**src/rtl/serial_tx_queue.sv**
```systemverilog
// serial_tx_queue: frame FIFO feeding a LANES-wide serialiser
// clocked by rising edges of the divided transmit clock.
module serial_tx_queue #(
  parameter int WIDTH     = 32,
  parameter int LANES     = 1,
  parameter int DEPTH     = 4,
  parameter bit MSB_FIRST = 1'b1
) (
  input  logic                       clk,
  input  logic                       reset,
  input  logic [WIDTH-1:0]           din,
  input  logic                       sample,
  input  logic                       startTx,
  input  logic                       burst,
  input  logic                       clkTx,
  input  logic                       clrOvf,
  output logic [LANES-1:0]           dout,
  output logic                       txBusy,
  output logic                       txDone,
  output logic                       full,
  output logic                       empty,
  output logic [$clog2(DEPTH+1)-1:0] count,
  output logic                       overflow
);

  localparam int BEATS = WIDTH / LANES;
  localparam int CW    = $clog2(DEPTH + 1);
  localparam int AW    = $clog2(DEPTH);
  localparam int BW    = $clog2(BEATS + 1);

  localparam logic [1:0] IDLE  = 2'd0;
  localparam logic [1:0] LOAD  = 2'd1;
  localparam logic [1:0] SHIFT = 2'd2;
  localparam logic [1:0] DONE  = 2'd3;

  logic [1:0]       state_q, state_d;
  logic [AW-1:0]    wr_ptr_q, wr_ptr_d;
  logic [AW-1:0]    rd_ptr_q, rd_ptr_d;
  logic [CW-1:0]    count_q, count_d;
  logic             full_q, full_d;
  logic             empty_q, empty_d;
  logic             ovf_q, ovf_d;
  logic [WIDTH-1:0] shreg_q, shreg_d;
  logic [BW-1:0]    beat_q, beat_d;
  logic [LANES-1:0] dout_q, dout_d;
  logic             busy_q, busy_d;
  logic             done_q, done_d;
  logic             clk_tx_q, clk_tx_d;
  logic [WIDTH-1:0] mem_q [DEPTH];

  logic tick;
  logic pop;
  logic push_ok;

  always_comb begin
    clk_tx_d = clkTx;
    tick     = clkTx & ~clk_tx_q;
    pop      = (state_q == LOAD);
    // a full FIFO still takes a push when the head leaves this cycle
    push_ok  = sample & (~full_q | pop);

    wr_ptr_d = push_ok ? wr_ptr_q + AW'(1) : wr_ptr_q;
    rd_ptr_d = pop ? rd_ptr_q + AW'(1) : rd_ptr_q;
    count_d  = count_q + CW'(push_ok) - CW'(pop);
    full_d   = (count_d == CW'(DEPTH));
    empty_d  = (count_d == '0);

    ovf_d = ovf_q;
    if (clrOvf) ovf_d = 1'b0;
    if (sample & ~push_ok) ovf_d = 1'b1;
  end

  always_comb begin
    state_d = state_q;
    shreg_d = shreg_q;
    beat_d  = beat_q;
    dout_d  = dout_q;
    busy_d  = busy_q;
    done_d  = 1'b0;
    unique case (state_q)
      IDLE: begin
        if (startTx & ~empty_q) state_d = LOAD;
      end
      LOAD: begin
        shreg_d = mem_q[rd_ptr_q];
        beat_d  = '0;
        state_d = SHIFT;
      end
      SHIFT: begin
        if (tick) begin
          if (beat_q == BW'(BEATS)) begin
            dout_d  = '0;
            busy_d  = 1'b0;
            done_d  = 1'b1;
            state_d = DONE;
          end else begin
            busy_d = 1'b1;
            beat_d = beat_q + BW'(1);
            if (MSB_FIRST) begin
              dout_d  = shreg_q[WIDTH-1 -: LANES];
              shreg_d = shreg_q << LANES;
            end else begin
              dout_d  = shreg_q[LANES-1:0];
              shreg_d = shreg_q >> LANES;
            end
          end
        end
      end
      DONE: begin
        state_d = (burst & ~empty_q) ? LOAD : IDLE;
      end
      default: state_d = IDLE;
    endcase
  end

  // storage needs no reset: pointers and count define validity
  always_ff @(posedge clk) begin
    if (push_ok) mem_q[wr_ptr_q] <= din;
  end

  always_ff @(posedge clk or negedge reset) begin
    if (!reset) begin
      state_q  <= IDLE;
      wr_ptr_q <= '0;
      rd_ptr_q <= '0;
      count_q  <= '0;
      full_q   <= 1'b0;
      empty_q  <= 1'b1;
      ovf_q    <= 1'b0;
      shreg_q  <= '0;
      beat_q   <= '0;
      dout_q   <= '0;
      busy_q   <= 1'b0;
      done_q   <= 1'b0;
      clk_tx_q <= 1'b0;
    end else begin
      state_q  <= state_d;
      wr_ptr_q <= wr_ptr_d;
      rd_ptr_q <= rd_ptr_d;
      count_q  <= count_d;
      full_q   <= full_d;
      empty_q  <= empty_d;
      ovf_q    <= ovf_d;
      shreg_q  <= shreg_d;
      beat_q   <= beat_d;
      dout_q   <= dout_d;
      busy_q   <= busy_d;
      done_q   <= done_d;
      clk_tx_q <= clk_tx_d;
    end
  end

  assign dout     = dout_q;
  assign txBusy   = busy_q;
  assign txDone   = done_q;
  assign full     = full_q;
  assign empty    = empty_q;
  assign count    = count_q;
  assign overflow = ovf_q;

endmodule

```
**config.mk**
```make
export PLATFORM = sky130hd
export DESIGN_NAME = serial_tx_queue
export DESIGN_NICKNAME = d
export VERILOG_FILES = /design/src/rtl/serial_tx_queue.sv
export SDC_FILE = /design/constraint.sdc
export NUM_CORES = 1
export LEC_CHECK = 0
export CAP_MARGIN = 10
export CELL_PAD_IN_SITES_DETAIL_PLACEMENT = 0
export CELL_PAD_IN_SITES_GLOBAL_PLACEMENT = 1
export CORE_ASPECT_RATIO = 0.6
export CORE_MARGIN = 2
export CORE_UTILIZATION = 45
export CTS_CLUSTER_SIZE = 16
export DETAILED_ROUTE_END_ITERATION = 8
export GPL_ROUTABILITY_DRIVEN = 0
export PLACE_DENSITY = 0.81
export SETUP_SLACK_MARGIN = 0.1
export SYNTH_ARGS = -nofsm -noshare
export SYNTH_HDL_FRONTEND = slang
export SYNTH_SLANG_ARGS = --single-unit
```
**constraint.sdc**
```tcl
create_clock -name clk -period 7.4 [get_ports clk]
set_input_delay 1.48 -clock clk [delete_from_list [all_inputs] [get_ports clk]]
set_output_delay 1.48 -clock clk [all_outputs]
set_load 0.02 [all_outputs]
```
==> reports/summary.txt, run 1 <==
Min Tclk post-route: 3.48 ns
Crit-path most repeated cell: inv_1
Post-Syn Instances: 446
Antenna diode count: 0
Avg WL per Cell: 19.0 um
Max Root-Sink Buffers: 2
Total gr overflow: 0
Max-cap violations: 0
Setup TNS: 0 ns
Post-DP HPWL: 7760 um
Final Net Count: 551
Final hold vios: 0
Share of layout cells above drive strength 1: 27.4%
WP data required: 7.72 ns
Post-Synthesis Cell Area: 7440 um^2
TritonCTS clock tree: done
Pins Over Slew Limit: 0
VDD IR max: 0.000183 V
Die Footprint: 17,600 um^2
CP Launch Type: primary input
Critical path arrival: 3.81 ns
CTS Buf Count: 17
Net Count, Synth: 499
Critical Path, Cell by Cell: clkdlybuf4s50_1, and2_1, inv_1, ha_1, inv_1, ha_1, inv_1, fa_1, xnor2_1, xnor2_1, nor3b_1
Area Growth Syn to Fin: 17.0%
Most used DFF post-synth: edfxtp_1
GR Util All Layers: 16.1%
Setup Crit Path Kind: primary input to flop
Iteration-0 DRC Markers: 196
Drt via density: 5.38
Io pins: 48
Antenna Nets Post-Route: 0
# fillers: 1,288
Leakage: 3.22 nW
Clk sinks: 182
Dpl ws: 3.54 ns
Crit path buf inv count: 4
DRC Markers: 0
Relative slew slack: 23.4%
Post-synthesis sequential area ratio: 69.8%
YS warnings: 0
Placed cell areas: 8110 um^2
Status: complete, no violations
Crit path max fanout: 6
Hold Path Class: flop to flop
Routed vias: 3,871
Fin Hold WS: 0.498 ns
Final Instance Area: 8710 um^2
CP max stage delay: 0.55 ns
Number of hold buffers added after CTS: 0
Number of flops mapped to enable cells by yosys: 128
DR pass1 iterations: 4
Die Y: 104 um
Crit. End Element: flop
Fmax: 287 MHz
Clk pin slew, worst setup/hold paths: 0.06 ns
Drt total wl: 13,700 um
Final period util: 47.1%
Max Clock Skew: 0.0115 ns
Inst Count DP: 688
Register-to-Register Setup Slack: 4.25 ns
Die X-Extent: 170 um
IO Port Bufs: 47
Critical-path top delay cell: clkdlybuf4s50_1
Worst-Skew Late Latency: 0.42 ns
Commonest cells in the netlist: edfxtp_1 (128), mux2_2 (62), dfrtp_1 (53), nand2_1 (40), mux2i_1 (32)
Post-cts resize count: 0
Top Family by Delay on Critical Path: adder cells
Post-synth cell types: 45
Core ar.: 16,200 um^2
Most frequent cell after synthesis: edfxtp_1
Final std cells w/o fill: 720
Final Worst Setup Slack: 3.92 ns
First-pass GRT wire length: 21,200 um
Top cells by area, synth: edfxtp_1 (52%), dfrtp_1 (18%), mux2_2 (9.4%)
Vias in the first global route: 3,886
Synthesized flop and latch total: 182
Setup violators final: 0
Synth top area share: 51.7%
CTS root buffer: clkbuf_16
H-Tree Depth: 4
Async set-or-reset flop fraction in the synthesized netlist: 29.7%
Number of setup buffers added after CTS: 0
Initial antenna violation count: 0
Largest net degree at the start of global routing: 55
Starting density of the core: 45.9%
Slew of the pin with the lowest slew margin: 1.15 ns
Synth area leader: edfxtp_1
Synth Area per Inst: 16.7 um^2
PD cells: 419 nW/um^2
Row count: 36
RSZ-0062 raised after global routing: no
==> cell families (layout without fill, tap and decap cells) <==
logic type	Yosys count	after routing	share of synthesized area [%]
flops	182	182	69.8
mux	96	96	14.1
simple gates	65	65	4.04
compound gates	48	48	6.59
buf+inv	36	101	2.35
fa+ha+maj	14	14	2.46
xor+xnor	5	5	0.589
==> power breakdown <==
group | switching (mW) | internal [mW] | leakage [nW]
Combinational | 0.595 | 0.607 | 1.13
Clock | 0.367 | 0.540 | 0.282
Sequential | 0.152 | 1.38 | 1.81
Total | 1.11 | 2.53 | 3.22
==> layout by cell type, fill, tap and decap left out, types with 5 or more instances in the layout <==
cell and n:
ha_1 13, mux2_2 62, o221a_2 31, nand2_1 40
mux2i_1 32, buf_4 7, clkbuf_16 17, edfxtp_1 128
dfrtp_1 52, clkdlybuf4s50_1 46, inv_1 14, nor2_1 5
==> worst paths after layout <==
| path | from | end | depth (start not counted) |
|---|---|---|---|
| worst min-delay path | dout$_DFFE_PN0P_ | dout$_DFFE_PN0P_ | 2 |
| min in group asynchronous | reset | state_q[0]$_DFFE_PN0P_ | 2 |
| worst max register to register | state_q[1]$_DFFE_PN0P_ | full$_DFF_PN0_ | 13 |
| worst max-delay path | sample | full$_DFF_PN0_ | 11 |
| max in group asynchronous | reset | rd_ptr_q[0]$_DFFE_PN0P_ | 2 |
| worst min register to register | dout$_DFFE_PN0P_ | dout$_DFFE_PN0P_ | 2 |
==> metrics by stage <==
step	total power [mW]	util [%]
after global routing	3.85	53.7
after detailed placement	2.76	50.0
after global placement	2.72	50.0
after floorplan	2.46	-
final	3.65	53.7
after CTS	3.69	53.7
==> flip-flops by register name, indices dropped and copies added (netlist names) <==
name and flops:
count 3, overflow 1, mem_q 128, full 1, dout 1, txBusy 1
state_q 2, clk_tx_q 1, beat_q 6, txDone 1, rd_ptr_q 2, shreg_q 32
empty 1, wr_ptr_q 2
==> worst register-to-register path, delay by kind of cell (launching register included) <==
family / cells / cell delay [ns]
AND/OR/NAND/NOR: 3 / 0.72
XOR/XNOR: 2 / 0.37
buffers and inverters: 4 / 0.30
adder cells (fa/ha/maj): 4 / 1.26
flip-flops: 1 / 0.41
==> layer usage <==
layer  vias to the layer above  global-route usage (%)  share of wire, %
met4                         0                    4.88              0.68
li1                       1811                       -                 -
met3                         9                    3.63               4.2
met2                        80                    25.2                47
met1                      1971                    22.6                48
met5                         -                       0                 0
==> area by class of cell <==
type / instances / area [um^2] / area share [%]
Tap cell: 209 / 262 / 3.00
Clock buffer: 20 / 447 / 5.13
Sequential cell: 182 / 5200 / 59.7
Multi-Input combinational cell: 228 / 2080 / 23.9
Timing Repair Buffer: 54 / 518 / 5.95
Inverter: 15 / 56.3 / 0.647
Clock inverter: 12 / 151 / 1.74
(Power assumes the default switching activity.)
==> run 2: changes to the inputs <==
==> constraint.sdc (replaced) <==
create_clock -name clk -period 3.55 [get_ports clk]
set_input_delay 0.71 -clock clk [delete_from_list [all_inputs] [get_ports clk]]
set_output_delay 0.71 -clock clk [all_outputs]
set_load 0.02 [all_outputs]
==> run 2 against run 1 <==
  * Sequential cell count did not move
  * Clock-buffer cell count fell by 2
  * Cell area rose by 0.36%
  * Non-clock buffer count rose by 3
  * Cell count rose by 0.28%
  * Register-to-register slack got worse by 3.5 ns
  * Clock power rose by 110%
  * Sequential power rose by 100%
  * Via count rose by 2.3%
  * First-iteration DRC count rose by 57%
  * Worst setup slack got worse by 3.2 ns
==> reports/summary.txt, run 2 (synthesized netlist as in run 1, its figures left out) <==
Final Instance Area: 8740 um^2 (+0.36%)
Post-cts resize count: 0 (unchanged)
Max Root-Sink Buffers: 2 (unchanged)
Largest regs: mem_q: 128 flops, shreg_q: 32 flops, beat_q: 6 flops
Largest net degree at the start of global routing: 66 (+20%)
Status: complete, no violations
H-Tree Depth: 4 (unchanged)
Final period util: 78.6%
Clk sinks: 182 (unchanged)
R2R Path Start: state_q[1]$_DFFE_PN0P_
Most common cell after layout, fill and taps aside: edfxtp_1
Worst-Skew Late Latency: 0.42 ns (about the same)
GR Util All Layers: 16.9% (+0.79 points)
CTS Buf Count: 17 (unchanged)
Starting density of the core: 45.9% (unchanged)
Inst Count DP: 691 (+0.44%)
TritonCTS clock tree: done
Setup violators final: 0 (unchanged)
Share of layout cells above drive strength 1: 28.1% (+0.67 points)
Slew of the pin with the lowest slew margin: 1.07 ns (-0.0718 ns)
# fillers: 1,297 (+0.70%)
Fin Hold WS: 0.482 ns (-0.0158 ns)
Min Tclk post-route: 2.79 ns
Total gr overflow: 0 (unchanged)
Antenna diode count: 0 (unchanged)
Crit-path most repeated cell: inv_1
CTS root buffer: clkbuf_16
Hold Path Class: primary input to asynchronous set/reset pin
Iteration-0 DRC Markers: 307 (+57%)
DRC Markers: 0 (unchanged)
Routed vias: 3,959 (+2.3%)
Commonest cells after routing, fill and taps aside: edfxtp_1 (128), mux2_2 (62), dfrtp_1 (52)
RSZ-0062 raised after global routing: no
Die Footprint: 17,600 um^2 (unchanged)
DR pass1 iterations: 5 (+1)
Avg WL per Cell: 19.7 um (+3.6%)
CP max stage delay: 0.42 ns (-0.13 ns)
Crit path max fanout: 6 (unchanged)
Max FFs per register: 128 (unchanged)
Number of setup buffers added after CTS: 0 (unchanged)
Top reg by flops: mem_q
IO Port Bufs: 47 (unchanged)
Critical path arrival: 3.13 ns (-0.68 ns)
Die Y: 104 um (unchanged)
Relative slew slack: 28.3% (+5.0 points)
Clk pin slew, worst setup/hold paths: 0.07 ns (about the same)
Max-cap violations: 0 (unchanged)
Drt via density: 5.48 (+2.0%)
PD cells: 880 nW/um^2 (+110%)
Placed cell areas: 8140 um^2 (+0.37%)
Setup Crit Path Kind: flop to flop
Core ar.: 16,200 um^2 (unchanged)
Tot Pwr: 7.69 mW (+110%)
Final hold vios: 0 (unchanged)
Io pins: 48 (unchanged)
Fmax: 358 MHz
Max Clock Skew: 0.0118 ns (+0.000347 ns)
Area Growth Syn to Fin: 17.5%
Critical-path top delay cell: dfrtp_1
Final Worst Setup Slack: 0.759 ns (-3.16 ns)
First-pass GRT wire length: 22,600 um (+6.7%)
Critical Path, Cell by Cell: inv_1, ha_1, nand2b_1, and2_1, inv_1, ha_1, inv_1, ha_1, inv_1, fa_1, xnor2_1, xnor2_1, nor3b_1
Initial antenna violation count: 0 (unchanged)
Crit. End Element: flop
VDD IR max: 0.000498 V (+170%)
Dpl ws: 0.442 ns (-3.10 ns)
Final std cells w/o fill: 722 (+0.28%)
Row count: 36 (unchanged)
WP data required: 3.88 ns (-3.84 ns)
Final core utilization: 53.9% (+0.19 points)
Leakage: 3.24 nW (+0.67%)
Final Net Count: 554 (+0.54%)
Pins Over Slew Limit: 0 (unchanged)
Antenna Nets Post-Route: 0 (unchanged)
Drt total wl: 14,200 um (+3.9%)
Crit path from: state_q[1]$_DFFE_PN0P_
Post-DP HPWL: 7910 um (+1.9%)
Setup TNS: 0 ns (unchanged)
Die X-Extent: 170 um (unchanged)
CP Launch Type: flop
Vias in the first global route: 4,216 (+8.5%)
Number of hold buffers added after CTS: 0 (unchanged)
run 2: final timing paths:
path | end | slack [ns] | depth (start not counted)
max | full$_DFF_PN0_ | 0.76 | 13
min | beat_q[4]$_DFFE_PN0P_ | 0.48 | 1
max reg2reg | full$_DFF_PN0_ | 0.76 | 13
min reg2reg | beat_q[5]$_DFFE_PN0P_ | 0.48 | 1
max in group asynchronous | shreg_q[22]$_DFFE_PN0P_ | 2.28 | 2
min in group clk | beat_q[5]$_DFFE_PN0P_ | 0.48 | 1
run 2: area by class of cell:
class                           instances  area (um^2)  share of cell area, %
Clock buffer                           18          429                   4.91
Timing Repair Buffer                   57          553                   6.33
Inverter                               15         56.3                  0.644
Multi-Input combinational cell        228         2070                   23.7
Clock inverter                         13          170                   1.95
Sequential cell                       182         5200                   59.5
Tap cell                              209          262                   2.99
run 2: power breakdown:
group          switching (mW)  internal [mW]
Combinational            1.35           1.29
Sequential              0.242           2.89
Clock                   0.801           1.12
run 2: per-layer routing:
metal  vias to the layer above  part of all wire [%]  track usage [%]
li1                       1811                     -                -
met1                      2047                    48             23.8
met2                        91                    46             26.2
met3                        10                   4.6             4.05
met4                         0                  0.88             4.88
met5                         -                     0                0
run 2: critical path: cells and delay by family, from the launching register on:
family	cells	cell delay (ns)
fa+ha+maj	4	0.96
simple gates	3	0.66
flops	1	0.42
xor+xnor	2	0.36
buf+inv	4	0.30
==> run 3: changes to the inputs <==
==> constraint.sdc (replaced) <==
create_clock -name clk -period 2.8 [get_ports clk]
set_input_delay 0.56 -clock clk [delete_from_list [all_inputs] [get_ports clk]]
set_output_delay 0.56 -clock clk [all_outputs]
set_load 0.02 [all_outputs]
==> run 3 against run 2 <==
  * Sequential share of layout area decreased by 0.87 points
  * Via count increased by 0.13%
  * Wire length decreased by 2.3%
  * Sequential power increased by 28%
==> reports/summary.txt, run 3 (synthesized netlist as in run 1, its figures left out) <==
Share of layout cells above drive strength 1: 30.5% (+2.4 points)
Critical-path top delay cell: dfrtp_1
Crit path buf inv count: 4 (unchanged)
Largest regs: mem_q: 128 flops, shreg_q: 32 flops, beat_q: 6 flops
R2R Path Start: state_q[1]$_DFFE_PN0P_
Gate power share: 35.8% (+1.4 points)
# fillers: 1,277 (-1.5%)
Die Y: 104 um (unchanged)
IO Port Bufs: 47 (unchanged)
Part of the power in registers: 41.0% (+0.3 points)
Worst-Skew Late Latency: 0.42 ns (about the same)
Most common cell after layout, fill and taps aside: edfxtp_1
Placed cell areas: 8260 um^2 (+1.4%)
DRC Markers: 0 (unchanged)
Avg WL per Cell: 19.0 um (-3.5%)
Pins Over Slew Limit: 0 (unchanged)
Cell Int Power: 6.77 mW (+28%)
Critical path arrival: 2.87 ns (-0.26 ns)
Reg area: 5200 um^2 (unchanged)
Top Family by Delay on Critical Path: adder cells
Vias in the first global route: 4,090 (-3.0%)
Fmax: 395 MHz (+10%)
FF-to-FF End: full$_DFF_PN0_
Leakage: 3.30 nW (+1.7%)
GR Util All Layers: 16.8% (-0.12 points)
Post-DP HPWL: 8050 um (+1.9%)
Iteration-0 DRC Markers: 205 (-33%)
Commonest cells after routing, fill and taps aside: edfxtp_1 (128), mux2_2 (62), dfrtp_1 (52)
Critical Path, Cell by Cell: inv_2, ha_2, nand2b_4, and2_4, inv_1, ha_1, inv_1, ha_1, inv_1, fa_2, xnor2_2, xnor2_2, nor3b_2
Final period util: 90.4% (+12 points)
Drt via density: 5.42 (-1.1%)
Die X-Extent: 170 um (unchanged)
Final hold vios: 0 (unchanged)
Die Footprint: 17,600 um^2 (unchanged)
Antenna Nets Post-Route: 0 (unchanged)
Psw: 3.04 mW (+27%)
Final Net Count: 562 (+1.4%)
Max Root-Sink Buffers: 2 (unchanged)
Switching Share: 30.9% (-0.21 points)
Top reg by flops: mem_q
Crit-path most repeated cell: inv_1
Starting density of the core: 45.9% (unchanged)
R2R cell count: 13 (unchanged)
DR pass1 iterations: 4 (-1)
Min Tclk post-route: 2.53 ns (-0.261 ns)
Antenna diode count: 0 (unchanged)
Max-cap violations: 0 (unchanged)
Area Growth Syn to Fin: 19.2%
Clk sinks: 182 (unchanged)
Setup violators final: 0 (unchanged)
VDD IR max: 0.000436 V (-12%)
CP Launch Type: flop
Register-to-Register Setup Slack: 0.27 ns (-0.49 ns)
Largest net degree at the start of global routing: 33 (-50%)
Setup TNS: 0 ns (unchanged)
Clk pin slew, worst setup/hold paths: 0.07 ns (about the same)
WP data required: 3.14 ns (-0.74 ns)
Final Instance Area: 8870 um^2 (+1.5%)
Drt total wl: 13,900 um (-2.3%)
Tot Pwr: 9.81 mW (+28%)
Total gr overflow: 0 (unchanged)
Core ar.: 16,200 um^2 (unchanged)
First-pass GRT wire length: 22,100 um (-2.3%)
CP Depth: 13 (unchanged)
RSZ-0062 raised after global routing: no
CTS root buffer: clkbuf_16
Setup Crit Path Kind: flop to flop
TritonCTS clock tree: done
Initial antenna violation count: 0 (unchanged)
Max Clock Skew: 0.00976 ns (-0.00208 ns)
Routed vias: 3,964 (+0.13%)
Final core utilization: 54.7% (+0.80 points)
CP max stage delay: 0.42 ns (about the same)
Clock network power share: 23.3% (-1.6 points)
Area of the multi-input gates: 2110 um^2 (+1.7%)
PD cells: 1110 nW/um^2 (+26%)
Hold Path Class: primary input to asynchronous set/reset pin
Crit. End Element: flop
CTS Buf Count: 17 (unchanged)
Crit path max fanout: 6 (unchanged)
Status: complete, no violations
Io pins: 48 (unchanged)
Slew of the pin with the lowest slew margin: 0.750 ns (-0.325 ns)
Row count: 36 (unchanged)
Max FFs per register: 128 (unchanged)
Relative slew slack: 49.4% (+21 points)
H-Tree Depth: 4 (unchanged)
==> run 3: changes by cell type in the layout (fill, tap and decap cells not counted), moves of 2 or more <==
cell       delta
xnor2_1       -2
buf_4         +3
buf_12        +5
xnor2_2       +2
inv_6         -4
bufinv_16     -2
==> run 3: area by class of cell <==
cell class,instances,share of cell area [%]
clock buffer,21,5.32
multi-input combinational,228,23.8
inverter,15,0.635
clock inverter,11,1.13
tap,209,2.95
sequential,182,58.6
timing repair buffer,65,7.62
==> run 3: metal layers <==
metal  wire [um]  global-route usage, %
met5           0                      0
met4         125                   5.86
met3         441                   3.48
met2        6650                   26.5
met1        6660                   23.2
==> run 3: stage by stage <==
step	cells	hold slack (ns)	setup WS (ns)
after global routing	731	0.103	0.113
final	731	0.0773	0.270
after floorplan	446	0.264	0.118
after CTS	730	0.0744	0.101
after global placement	697	0.463	0.0927
after detailed placement	697	0.481	-0.0334
==> run 3: worst max-delay path by stage <==
stage,slack [ns],from,end
4_1_cts,0.10,state_q[1]$_DFFE_PN0P_,full$_DFF_PN0_
3_3_place_gp,0.09,sample,full$_DFF_PN0_
2_1_floorplan,0.12,state_q[1]$_DFFE_PN0P_,full$_DFF_PN0_
3_5_place_dp,-0.03,sample,full$_DFF_PN0_
6_report,0.27,state_q[1]$_DFFE_PN0P_,full$_DFF_PN0_
5_1_grt,0.11,state_q[1]$_DFFE_PN0P_,full$_DFF_PN0_
==> run 3: timing repair <==
| item | CTS | global route |
|---|---|---|
| setup endpoints to repair | 1 | 3 |
| buffers inserted | 1 | 1 |
| pin swaps | 1 | 1 |
| hold endpoints to repair | 0 | 0 |
| gates resized for setup | 1 | 6 |
| hold buffers | 0 | 0 |
==> run 3: power groups by stage <==
stage          Combinational [mW]  Sequential, mW  Clock (mW)
2_1_floorplan                2.54            3.97           0
3_3_place_gp                 3.31            4.03           0
3_5_place_dp                 3.43            4.07           0
4_1_cts                      3.48            4.02        2.33
5_1_grt                      3.82            4.09        2.44
6_report                     3.51            4.02        2.28
==> edit, RTL diff (settings of run 2) <==
The output `txDone` loses its register stage (`done_q` becomes a continuous assignment).
--- a/src/rtl/serial_tx_queue.sv
+++ b/src/rtl/serial_tx_queue.sv
@@ -131,7 +131,6 @@
       beat_q   <= '0;
       dout_q   <= '0;
       busy_q   <= 1'b0;
-      done_q   <= 1'b0;
       clk_tx_q <= 1'b0;
     end else begin
       state_q  <= state_d;
@@ -145,10 +144,11 @@
       beat_q   <= beat_d;
       dout_q   <= dout_d;
       busy_q   <= busy_d;
-      done_q   <= done_d;
       clk_tx_q <= clk_tx_d;
     end
   end
+
+  assign done_q = done_d;
 
   assign dout     = dout_q;
   assign txBusy   = busy_q;
Function: same outputs for any inputs over 10 cycles, from zero or initial values and one cycle with reset low; that may be too few to reach the edited logic, so the function may still have changed.
==> edit against run 2 <==
- cell area decreased by 0.72%
- global-route usage barely moved
- power is 2.6% lower
- area after synthesis shrank 0.34%
- cell count increased by 0.28%
- setup slack worse by 0.47 ns
- count of clock-buffer cells in the layout grew 4
- first-iteration DRC count shrank 20%
- sequential power is 1% higher
- largest power group unchanged
- sequential cell count shrank 1
- routed wire length shrank 3.0%
- combinational power down 2%
- clock skew grew 0.0012 ns
==> edit: results (changes against run 2) <==
| Metric | Value |
|---|---|
| Status | finished, final reports clean (unchanged) |
| Syn nets | 498 (was 499) |
| Inserted Clock Buffers | 17 (unchanged) |
| CP max FO | 5 (was 6) |
| Clk slew on worst S/H paths | 0.07 ns (about the same) |
| Dpl hpwl | 8.008 mm (was 7.908 mm) |
| CP arrival | 2.55 ns (was 3.13 ns) |
| Share of cells above drive strength 1 | 0.2835 (was 0.2807) |
| DR iter-0 viols | 247 (was 307) |
| Maximum VDD drop | 0.4127 mV (was 0.4981 mV) |
| First-pass GRT wire length | 21.92 mm (was 22.62 mm) |
| Via/cell ratio | 5.344 (was 5.483) |
| Drt first pass iters | 5 (unchanged) |
| Top Registers | mem_q: 128 flops, shreg_q: 32 flops, beat_q: 6 flops (unchanged) |
| Rel. slew slack | 0.3859 (was 0.2834) |
| Synth Warn # | 0 (unchanged) |
| Hold Path Class | input port to async pin (unchanged) |
| Netlist cell types | 45 (unchanged) |
| Largest net degree at the start of global routing | 40 (was 66) |
| GRT Util Overall | 0.1691 (was 0.1688) |
| Ys async rst share | 0.2928 (was 0.2967) |
| Postcts setup bufs | 0 (unchanged) |
| Most frequent cells after synthesis | 128 x edfxtp_1, 62 x mux2_2, 52 x dfrtp_1 (was 128 x edfxtp_1, 62 x mux2_2, 53 x dfrtp_1) |
| GR Layer Usage met1 | 0.2343 (was 0.2382) |
| Largest cells by area after synthesis | edfxtp_1 52%, dfrtp_1 18%, mux2_2 9.4%, o221a_2 4.7%, mux2i_1 4.3% (unchanged) |
| Drt total wl | 13.78 mm (was 14.21 mm) |
| P_leak | 3.209 nW (was 3.245 nW) |
| Met2 usage | 0.2741 (was 0.2624) |
| Synth Flop Type | edfxtp_1 (unchanged) |
| Dpl ws | 0.3365 ns (was 0.4416 ns) |
| Longest Clk Path Bufs | 2 (unchanged) |
| Root Driver | clkbuf_16 (unchanged) |
| Clk_skew | 0.01308 ns (was 0.01184 ns) |
| Fin nets | 555 (was 554) |
| Initial antenna violation count | 0 (unchanged) |
| # H-tree levels | 4 (unchanged) |
| GR Util met3 | 0.03577 (was 0.04050) |
| Switch share | 0.3137 (was 0.3115) |
| N_diodes | 0 (unchanged) |
| PortBufs | 47 (unchanged) |
| Register area share after synthesis | 0.6973 (was 0.6983) |
| Vias in the first global route | 4097 (was 4216) |
| Post-CTS Resized | 0 (unchanged) |
| Clock Latency Late Sink | 0.42 ns (about the same) |
| Post-synth EDFFs | 128 (unchanged) |
## edit: layer usage
metal | share of wire | up-vias
met3 | 0.043 | 8
met4 | 0.0068 | 0
li1 | - | 1810
met5 | 0 | -
met2 | 0.48 | 70
met1 | 0.47 | 1981
## edit: kinds of logic (layout without fill, tap and decap cells)
logic type,Yosys count,in the layout,share of synthesized area
mux,96,96,0.1419
fa+ha+maj,14,14,0.02463
simple gates,65,65,0.04049
xor+xnor,5,5,0.005905
compound gates,48,48,0.06614
flops,181,181,0.6973
buf+inv,36,106,0.02362
## edit: worst paths after layout
| kind | from | endpoint | slack (ns) | cells past startpoint |
|---|---|---|---|---|
| worst min register to register | beat_q[5] | beat_q[5] | 0.50 | 1 |
| min in group clk | beat_q[5] | beat_q[5] | 0.50 | 1 |
| worst max-delay path | state_q[0] | txDone | 0.29 | 6 |
| worst min-delay path | reset | shreg_q[12] | 0.43 | 1 |
| max in group asynchronous | reset | shreg_q[29] | 2.35 | 2 |
| worst max register to register | state_q[1] | full | 0.78 | 13 |
## edit: layout make-up
type	instances	area [um2]
clock buffers	22	475.5
clock inverters	10	71.32
fillers	1298	7493
inverters	15	56.30
multi-input cells	228	2072
flip-flops and latches	181	5172
well taps	209	261.5
repair buffers	59	568.0
## edit: through the flow
| step | util | std cells | area, um2 |
|---|---|---|---|
| final | 0.5366 | 724 | 8677 |
| after global routing | 0.5366 | 724 | 8677 |
| after CTS | 0.5366 | 724 | 8677 |
| after detailed placement | 0.5028 | 692 | 8130 |
| after global placement | 0.5028 | 692 | 8130 |
| after floorplan | - | 445 | 7416 |
## edit: worst max-delay path, stage by stage, from the launching register on
cell and delay, ns:
dfrtp_1 0.40, inv_1 0.15, ha_1 0.30, inv_2 0.05, or3_1 0.38, nor3_1 0.20, clkdlybuf4s50_1 0.65
## edit: power groups by stage
stage	Sequential, mW	Clock, mW	Combinational, mW
final	3.17	1.73	2.59
after global routing	3.23	1.85	2.84
after CTS	3.17	1.76	2.64
after detailed placement	3.21	0	2.61
after global placement	3.18	0	2.52
after floorplan	3.12	0	1.99
